File: config.mk
export PLATFORM = sky130hd
export DESIGN_NAME = mem_port_arbiter_flat
export DESIGN_NICKNAME = d
export VERILOG_FILES = /design/src/rtl/mem_port_arbiter_if.sv /design/src/rtl/mem_port_arbiter.sv /design/src/flat_wrapper.sv
export SDC_FILE = /design/constraint.sdc
export NUM_CORES = 1
export LEC_CHECK = 0
export ABC_CLOCK_PERIOD_IN_PS = 2500
export CORE_AREA = 2 2 109 111
export DETAILED_ROUTE_END_ITERATION = 8
export DIE_AREA = 0 0 111 113
export PLACE_DENSITY = 0.91
export SLEW_MARGIN = 20
export SYNTH_ARGS = -nofsm -noshare
export SYNTH_HDL_FRONTEND = slang
export SYNTH_SLANG_ARGS = --single-unit
File: constraint.sdc
create_clock -name clk -period 2.5 [get_ports clk]
set_input_delay 0.375 -clock clk [delete_from_list [all_inputs] [get_ports clk]]
set_output_delay 0.375 -clock clk [all_outputs]
set_load 0.01 [all_outputs]
File: src/rtl/mem_port_arbiter_if.sv
// Fetch/data requester and shared memory port signals for mem_port_arbiter.
// The slave modport is the arbiter's view. The master modport is the requester/memory side.
interface mem_port_arbiter_if;
    logic [31:0] imem_addr;
    logic [3:0]  imem_rmask;
    logic [31:0] imem_rdata;
    logic        imem_resp;

    logic [31:0] dmem_addr;
    logic [3:0]  dmem_rmask;
    logic [3:0]  dmem_wmask;
    logic [31:0] dmem_wdata;
    logic [31:0] dmem_rdata;
    logic        dmem_resp;

    logic [31:0] mem_addr;
    logic [3:0]  mem_rmask;
    logic [3:0]  mem_wmask;
    logic [31:0] mem_wdata;
    logic [31:0] mem_rdata;
    logic        mem_resp;

    modport slave (
        input  imem_addr, imem_rmask, dmem_addr, dmem_rmask, dmem_wmask, dmem_wdata,
               mem_rdata, mem_resp,
        output imem_rdata, imem_resp, dmem_rdata, dmem_resp,
               mem_addr, mem_rmask, mem_wmask, mem_wdata
    );

    modport master (
        output imem_addr, imem_rmask, dmem_addr, dmem_rmask, dmem_wmask, dmem_wdata,
               mem_rdata, mem_resp,
        input  imem_rdata, imem_resp, dmem_rdata, dmem_resp,
               mem_addr, mem_rmask, mem_wmask, mem_wdata
    );
endinterface

File: src/rtl/mem_port_arbiter.sv
// Shares one memory port between fetch and data: one registered command cycle after the grant, responses routed back combinationally.
// Requesters hold their request until their resp. The memory stalls the access by delaying mem_resp.
module mem_port_arbiter #(
    parameter int unsigned STARVE_LIMIT = 4
) (
    input  logic              clk,
    input  logic              rst,
    mem_port_arbiter_if.slave bus
);
    typedef enum logic [2:0] {IDLE, ISSUE_I, ISSUE_D, WAIT_I, WAIT_D} state_t;

    localparam logic [3:0] LIMIT = 4'(STARVE_LIMIT);

    state_t      state, state_nxt;
    logic [3:0]  starve_cnt, starve_cnt_nxt;
    logic [31:0] cmd_addr, cmd_wdata;
    logic [3:0]  cmd_rmask, cmd_wmask;
    logic        fetch_req, data_req;
    logic        grant_i, grant_d;

    assign fetch_req = |bus.imem_rmask;
    assign data_req  = |(bus.dmem_rmask | bus.dmem_wmask);

    always_comb begin
        state_nxt      = state;
        starve_cnt_nxt = starve_cnt;
        grant_i        = 1'b0;
        grant_d        = 1'b0;
        case (state)
            IDLE: begin
                // Data wins unless fetch has already lost LIMIT arbitrations in a row.
                if (fetch_req && (!data_req || starve_cnt == LIMIT)) begin
                    grant_i        = 1'b1;
                    state_nxt      = ISSUE_I;
                    starve_cnt_nxt = 4'd0;
                end else if (data_req) begin
                    grant_d   = 1'b1;
                    state_nxt = ISSUE_D;
                    if (!fetch_req)
                        starve_cnt_nxt = 4'd0;
                    else if (starve_cnt < LIMIT)
                        starve_cnt_nxt = starve_cnt + 4'd1;
                end
            end
            ISSUE_I, WAIT_I: state_nxt = bus.mem_resp ? IDLE : WAIT_I;
            ISSUE_D, WAIT_D: state_nxt = bus.mem_resp ? IDLE : WAIT_D;
            default:         state_nxt = IDLE;
        endcase
    end

    always_comb begin
        bus.mem_addr   = cmd_addr;
        bus.mem_wdata  = cmd_wdata;
        bus.mem_rmask  = 4'h0;
        bus.mem_wmask  = 4'h0;
        bus.imem_resp  = 1'b0;
        bus.imem_rdata = 32'h0;
        bus.dmem_resp  = 1'b0;
        bus.dmem_rdata = 32'h0;
        if (state == ISSUE_I || state == ISSUE_D) begin
            bus.mem_rmask = cmd_rmask;
            bus.mem_wmask = cmd_wmask;
        end
        if ((state == ISSUE_I || state == WAIT_I) && bus.mem_resp) begin
            bus.imem_resp  = 1'b1;
            bus.imem_rdata = bus.mem_rdata;
        end
        if ((state == ISSUE_D || state == WAIT_D) && bus.mem_resp) begin
            bus.dmem_resp  = 1'b1;
            bus.dmem_rdata = bus.mem_rdata;
        end
    end

    always_ff @(posedge clk) begin
        if (!rst) begin
            state      <= IDLE;
            starve_cnt <= 4'd0;
            cmd_addr   <= 32'h0;
            cmd_rmask  <= 4'h0;
            cmd_wmask  <= 4'h0;
            cmd_wdata  <= 32'h0;
        end else begin
            state      <= state_nxt;
            starve_cnt <= starve_cnt_nxt;
            if (grant_i) begin
                cmd_addr  <= bus.imem_addr;
                cmd_rmask <= bus.imem_rmask;
                cmd_wmask <= 4'h0;
                cmd_wdata <= 32'h0;
            end else if (grant_d) begin
                // A data access carrying both masks is a write.
                cmd_addr  <= bus.dmem_addr;
                cmd_rmask <= (|bus.dmem_wmask) ? 4'h0 : bus.dmem_rmask;
                cmd_wmask <= bus.dmem_wmask;
                cmd_wdata <= bus.dmem_wdata;
            end
        end
    end
endmodule

File: src/flat_wrapper.sv
// flat-port wrapper written by rule: the top's interface ports become plain ports
module mem_port_arbiter_flat 
#(
    parameter int unsigned STARVE_LIMIT = 4
)
  (clk, rst, bus_imem_addr, bus_imem_rmask, bus_dmem_addr, bus_dmem_rmask, bus_dmem_wmask, bus_dmem_wdata, bus_mem_rdata, bus_mem_resp, bus_imem_rdata, bus_imem_resp, bus_dmem_rdata, bus_dmem_resp, bus_mem_addr, bus_mem_rmask, bus_mem_wmask, bus_mem_wdata);
  mem_port_arbiter_if bus_i ();
  input  logic clk;
  input  logic rst;
  input wire logic [$bits(bus_i.imem_addr)-1:0] bus_imem_addr;
  input wire logic [$bits(bus_i.imem_rmask)-1:0] bus_imem_rmask;
  input wire logic [$bits(bus_i.dmem_addr)-1:0] bus_dmem_addr;
  input wire logic [$bits(bus_i.dmem_rmask)-1:0] bus_dmem_rmask;
  input wire logic [$bits(bus_i.dmem_wmask)-1:0] bus_dmem_wmask;
  input wire logic [$bits(bus_i.dmem_wdata)-1:0] bus_dmem_wdata;
  input wire logic [$bits(bus_i.mem_rdata)-1:0] bus_mem_rdata;
  input wire logic [$bits(bus_i.mem_resp)-1:0] bus_mem_resp;
  output wire logic [$bits(bus_i.imem_rdata)-1:0] bus_imem_rdata;
  output wire logic [$bits(bus_i.imem_resp)-1:0] bus_imem_resp;
  output wire logic [$bits(bus_i.dmem_rdata)-1:0] bus_dmem_rdata;
  output wire logic [$bits(bus_i.dmem_resp)-1:0] bus_dmem_resp;
  output wire logic [$bits(bus_i.mem_addr)-1:0] bus_mem_addr;
  output wire logic [$bits(bus_i.mem_rmask)-1:0] bus_mem_rmask;
  output wire logic [$bits(bus_i.mem_wmask)-1:0] bus_mem_wmask;
  output wire logic [$bits(bus_i.mem_wdata)-1:0] bus_mem_wdata;
  assign bus_i.imem_addr = bus_imem_addr;
  assign bus_i.imem_rmask = bus_imem_rmask;
  assign bus_i.dmem_addr = bus_dmem_addr;
  assign bus_i.dmem_rmask = bus_dmem_rmask;
  assign bus_i.dmem_wmask = bus_dmem_wmask;
  assign bus_i.dmem_wdata = bus_dmem_wdata;
  assign bus_i.mem_rdata = bus_mem_rdata;
  assign bus_i.mem_resp = bus_mem_resp;
  assign bus_imem_rdata = bus_i.imem_rdata;
  assign bus_imem_resp = bus_i.imem_resp;
  assign bus_dmem_rdata = bus_i.dmem_rdata;
  assign bus_dmem_resp = bus_i.dmem_resp;
  assign bus_mem_addr = bus_i.mem_addr;
  assign bus_mem_rmask = bus_i.mem_rmask;
  assign bus_mem_wmask = bus_i.mem_wmask;
  assign bus_mem_wdata = bus_i.mem_wdata;
  mem_port_arbiter #(.STARVE_LIMIT(STARVE_LIMIT)) u_core (.clk(clk), .rst(rst), .bus(bus_i));
endmodule
# After elaboration in Yosys (flattened, before gate mapping)
# Cells that the tools add are included.
# Widths: inputs -> output; s select.
[classes]
n_reduce_logical = 18
bitwise = 2
n_lt_le_gt_ge = 1
muxes = 25
addsub = 1
eq_ne = 7
[ops]
columns = ["cell", "count"]
rows = [
  ["$mux 32", 4],
  ["$mux 4", 9],
  ["$reduce_or 4->1", 3],
  ["$mux 3", 3],
  ["$pmux 3 s3", 1],
  ["$mux 1", 7],
  ["$eq 3x2->1 const B", 2],
  ["$reduce_or 2->1", 3],
  ["$add 4x1->4 const B", 1],
  ["$eq 4x3->1 const B", 1],
  ["$logic_or 1x1->1", 4],
  ["$lt 4x3->1 const B", 1],
  ["$or 4x4->4", 1],
  ["$reduce_bool 2->1", 2],
  ["$eq 3x1->1 const B", 1],
  ["$eq 3x3->1 const B", 1],
  ["$logic_and 1x1->1", 3],
  ["$logic_not 3->1", 1],
  ["$ne 3x1->1 const B", 1],
  ["$ne 3x3->1 const B", 1],
  ["$reduce_and 3->1", 1],
  ["$mux 2", 1],
  ["$logic_not 1->1", 1],
  ["$not 1->1", 1],
]
[totals]
out_inout_bits = 138
input_bits = 143
elab_cells = 60
register_bits = 79

# Logic depth before layout (Yosys ltp)
[logic_depth]
word_depth = 9
mapped_depth = 8
mapped_depth_nobuf = 6

# Worst setup path after synthesis
# OpenSTA, ideal clock, no wires.
[synth_timing]
kind = "input to register"
start = "in bus_dmem_wmask[3]"
end = "reg u_core.cmd_wdata[10] (netlist: u_core.bus.mem_wdata[10])"
t_required_ns = 2.381
path_buffers = 2
path_stages = 6
setup_slack_ns = 0.798
arrival_time_ns = 1.583
path_cell_list = "or4_4 -> o21ai_4 -> a21o_1 -> buf_4 -> buf_6 -> a21oi_1"
[synth_between]
elab_chain_len = 8
word_cells_on_any_way = 11
cone_classes = "mux (5); bitwise (1); reduce/logical (5)"
[synth_lines]
columns = ["item", "line", "rtl"]
rows = [
  ["from (decl)", "flat_wrapper.sv:14", "input wire logic [$bits(bus_i.dmem_wmask)-1:0] bus_dmem_wmask;"],
  ["$or 4x4->4 *", "mem_port_arbiter.sv:22", "assign data_req = |(bus.dmem_rmask | bus.dmem_wmask);"],
  ["$reduce_or 4->1 *", "mem_port_arbiter.sv:22", ""],
  ["$logic_not 1->1", "mem_port_arbiter.sv:32", "if (fetch_req && (!data_req || starve_cnt == LIMIT)) begin"],
  ["$logic_or 1x1->1", "mem_port_arbiter.sv:32", ""],
  ["$logic_and 1x1->1", "mem_port_arbiter.sv:32", ""],
  ["$mux 1", "mem_port_arbiter.sv:32", ""],
  ["$mux 1", "mem_port_arbiter.sv:29", "case (state)"],
  ["$reduce_or 2->1 (no source line)", "n/a", ""],
  ["to (signal assigned)", "mem_port_arbiter.sv:95", "cmd_wdata <= bus.dmem_wdata;"],
  ["to (decl)", "mem_port_arbiter.sv:16", "logic [31:0] cmd_addr, cmd_wdata;"],
]
# Mark *: on every way between the ends. The rest lies on a longest branch, timed or not.
# A chain may end at the register's enable or synchronous reset.

# Final worst setup path
[layout_timing]
start = "reg u_core.state[2]"
end = "out bus_dmem_rdata[24]"
[layout_between]
elab_chain_len = 4
word_cells_on_any_way = 5
cone_classes = "eq/ne (2); mux (1); reduce/logical (2)"
[layout_lines]
columns = ["item", "line", "rtl"]
rows = [
  ["from (decl)", "mem_port_arbiter.sv:14", "state_t state, state_nxt;"],
  ["from (signal assigned)", "mem_port_arbiter.sv:83", "state <= state_nxt;"],
  ["$eq 3x2->1 / $eq 3x3->1 (equally long branches)", "mem_port_arbiter.sv:68", "if ((state == ISSUE_D || state == WAIT_D) && bus.mem_resp) begin"],
  ["$logic_or 1x1->1 *", "mem_port_arbiter.sv:68", ""],
  ["$logic_and 1x1->1 *", "mem_port_arbiter.sv:68", ""],
  ["$mux 32 *", "mem_port_arbiter.sv:68", ""],
  ["to (decl)", "flat_wrapper.sv:20", "output wire logic [$bits(bus_i.dmem_rdata)-1:0] bus_dmem_rdata;"],
]
# Marked as above.

==> flow_metrics.env <==
export IMPL_arrival_ns=2.02
export IMPL_slew_headroom=0.610
export IMPL_ys_seq_area_frac=0.411
export IMPL_fin_crit_ns=2.39
export IMPL_rows=39
export IMPL_instances_no_fill=870
export IMPL_synth_top_family_by_area="simple AND/OR/NAND/NOR gates"
export IMPL_grt_max_degree=70
export IMPL_clockBufferDepth=2
export IMPL_r2r_slack_ns=0.73
export IMPL_die_y_um=113
export IMPL_drtIter0Drc=302
export IMPL_area_growth_pct=86.2
export IMPL_cts_buffers=9
export IMPL_r2r_start="u_core.state[2]$_SDFFE_PN0P_"
export IMPL_drive_gt1_frac=0.0646
export IMPL_hold_depth=2
export IMPL_worstHoldStart="u_core.cmd_wmask[2]$_SDFFE_PP0P_"
export IMPL_timing_fmax_mhz=418
export IMPL_antenna_cells=0
export IMPL_crit_path_end_kind="output pin"
export IMPL_ys_warn_count=0
export IMPL_synthMuxAreaShare=0
export IMPL_syn_inst=461
export IMPL_design_die_area_um2=12500
export IMPL_syn_nets=606
export IMPL_fin_tns_setup_ns=0
export IMPL_power_share_clock=0.344
export IMPL_core_area_um2=11300
export IMPL_p_per_area_nw_per_um2=582
export IMPL_synth_simple_gate_area_frac=0.258
export IMPL_ff2ff_path_depth=4
export IMPL_io_pins=281
export IMPL_internal_power_uw=3000
export IMPL_path_class="flop to output pin"
export IMPL_clk_latency_ns=0.33
export IMPL_path_max_fanout=33
export IMPL_postCtsHoldBufs=0
export IMPL_ant_nets=0
export IMPL_tightestPinTransition_ns=0.579
export IMPL_fill_cells=911
export IMPL_p_switching_uw=1180
export IMPL_rsz0062_at_grt="false"
export IMPL_multi_input_area_um2=2010
export IMPL_synth_compound_area_frac=0.249
export IMPL_yosys_area_share_xor_xnor=0.00455
export IMPL_skew_ns=0.00936
export IMPL_clkSinkCount=79
export IMPL_regArea_um2=1580
export IMPL_postSynthAreaPerCell_um2=8.36
export IMPL_fp_dieW_um=111
export IMPL_hpwl_mm=11.2
export IMPL_netlist_cell_type_count=36
export IMPL_place_ws_ns=0.133
export IMPL_post_route_util=0.636
export IMPL_setup_violations_final=0
export IMPL_final_nets=867
export IMPL_yosys_area_share_adder=0.00650
export IMPL_grtUsageTotal=0.231
export IMPL_leakage_uw=0.00266
export IMPL_required_ns=2.12
export IMPL_grt_overflow=0
export IMPL_status="finished, final reports clean"
export IMPL_post_drt_wl_per_cell_um=17.4
export IMPL_hold_path_end="u_core.cmd_wmask[2]$_SDFFE_PP0P_"
export IMPL_cts_tree="built"
export IMPL_gp_congestion=0.894
export IMPL_antenna_found_initial=0
export IMPL_via_per_inst=5.46
export IMPL_vdd_ir_drop_max_mv=0.392
export IMPL_dr_pass1_iters=5
export IMPL_grt_pass1_wl_mm=23.8
export IMPL_grt_pass1_vias=4663
export IMPL_cap_violations=0
export IMPL_ys_ff_latch=79
export IMPL_syn_cell_area_um2=3850
export IMPL_period_share=0.956
export IMPL_clkTransAtPathRegs_ns=0.06
export IMPL_power_frac_seq=0.352
export IMPL_r2r_end="u_core.starve_cnt[0]$_SDFFE_PN0P_"
export IMPL_placed_cells=854
export IMPL_fin_ws_ns=0.109
export IMPL_cp_start_kind="flop"
export IMPL_hold_viol_final=0
export IMPL_numPortBuffers=280
export IMPL_finalWirelength_mm=15.2
export IMPL_p_sw_frac=0.283
export IMPL_drc=0
export IMPL_h_tree_depth=3
export IMPL_drv_slew=0
export IMPL_num_vias=4747
export IMPL_comb_power_share=0.304
export IMPL_start_util=0.342
export IMPL_root_buffer="clkbuf_16"
export IMPL_hold_class="flop to flop"
-- final cells by class --
| class | instances | share of cell area |
|---|---|---|
| Multi-Input combinational cell | 330 | 0.280 |
| Timing Repair Buffer | 299 | 0.427 |
| Clock inverter | 6 | 0.0129 |
| Clock buffer | 10 | 0.0333 |
| Tap cell | 143 | 0.0249 |
| Inverter | 3 | 0.00157 |
| Sequential cell | 79 | 0.220 |
-- critical path: stages (launching register included) --
cell,delay [ns]
dfxtp_1,0.44
xnor2_1,0.13
nor2_1,0.13
buf_6,0.24
and3_1,0.19
clkdlybuf4s50_1,0.56
-- cell usage after synthesis --
library cell,number,share of area
inv_1,2,0.0019
o21ai_4,1,0.0042
buf_8,2,0.0078
o21ai_0,35,0.045
ha_1,2,0.0065
nor3_1,2,0.0026
buf_4,1,0.0019
or4_4,2,0.0058
a21oi_1,74,0.096
buf_6,4,0.012
a32o_1,2,0.0052
or3_1,2,0.0032
a22o_1,1,0.0023
nor3b_1,1,0.0019
nor2_1,7,0.0068
a32oi_1,36,0.082
inv_2,1,0.00097
nand3_1,72,0.094
and3b_1,1,0.0023
buf_2,19,0.025
nor4_1,3,0.0049
xnor2_1,2,0.0045
o21ai_1,3,0.0039
nand2_1,1,0.00097
a31oi_1,1,0.0016
o21a_1,1,0.0019
nor4_4,2,0.011
and2_1,41,0.067
dfxtp_1,79,0.41
clkbuf_1,23,0.022
a21o_1,1,0.0019
o31ai_1,1,0.0019
nand3b_1,1,0.0019
a31o_1,1,0.0023
nor2_4,1,0.0029
and3_1,33,0.054
-- sequential cells by signal, indices dropped and copies added (netlist names) --
register,cells
u_core.bus.mem_addr,32
u_core.bus.mem_wdata,32
u_core.state,3
u_core.cmd_wmask,4
u_core.cmd_rmask,4
u_core.starve_cnt,4
-- routing by layer --
metal  global-route usage  part of all wire
met1                0.273              0.39
met2                0.407              0.49
met3               0.0696             0.092
met4               0.0675             0.022
met5                    0                 0
-- kinds of logic after synthesis --
group	after synthesis
compound gates	157
simple gates	169
flops	79
fa+ha+maj	2
buf+inv	52
xor+xnor	2
-- worst max path at each step --
stage                                            start                                     to
after floorplan                      bus_dmem_wmask[3]  u_core.bus.mem_wdata[10]$_SDFFE_PP0P_
after global placement               bus_dmem_wmask[0]   u_core.bus.mem_wdata[3]$_SDFFE_PP0P_
after detailed placement             bus_dmem_wmask[0]    u_core.bus.mem_addr[0]$_SDFFE_PN0P_
after CTS                 u_core.state[0]$_SDFFE_PN0P_                       bus_mem_rmask[0]
after global routing      u_core.state[2]$_SDFFE_PN0P_                     bus_dmem_rdata[14]
final                     u_core.state[2]$_SDFFE_PN0P_                     bus_dmem_rdata[24]
-- power groups by stage --
stage / combinational, µW / clock, µW / sequential [µW]
floorplan: 494 / 0 / 1540
global placement: 1230 / 0 / 1490
detailed placement: 1260 / 0 / 1500
CTS: 1270 / 1470 / 1470
global route: 1360 / 1530 / 1480
finish: 1270 / 1440 / 1470
-- per-stage QoR --
step                      hold WS [ns]  total power [µW]  area, µm²
final                            0.474              4180       7170
after global routing             0.496              4370       7170
after CTS                        0.474              4210       7170
after detailed placement         0.465              2760       6840
after global placement           0.460              2710       6840
after floorplan                  0.446              2030       3850
-- placed cells by master, fill, tap and decap left out, drive strengths merged, types with 2 or more instances in the layout --
master and count:
or4 2, clkdlybuf4s50 280, dfxtp 79, a32o 2, bufinv 2, nor3 2
a32oi 36, buf 19, o21ai 39, inv 4, or3 2, xnor2 2
nand3 72, nor2 8, a21oi 74, and3 33, clkinvlp 2, nor4 5
and2 41, ha 2, clkbuf 10
-- what timing repair did --
action	4_1_cts	5_1_grt
endpoints found under the setup margin	0	5
resized for setup	0	2
setup buffers	0	0
Note: power is estimated with default switching activity, not from simulation.
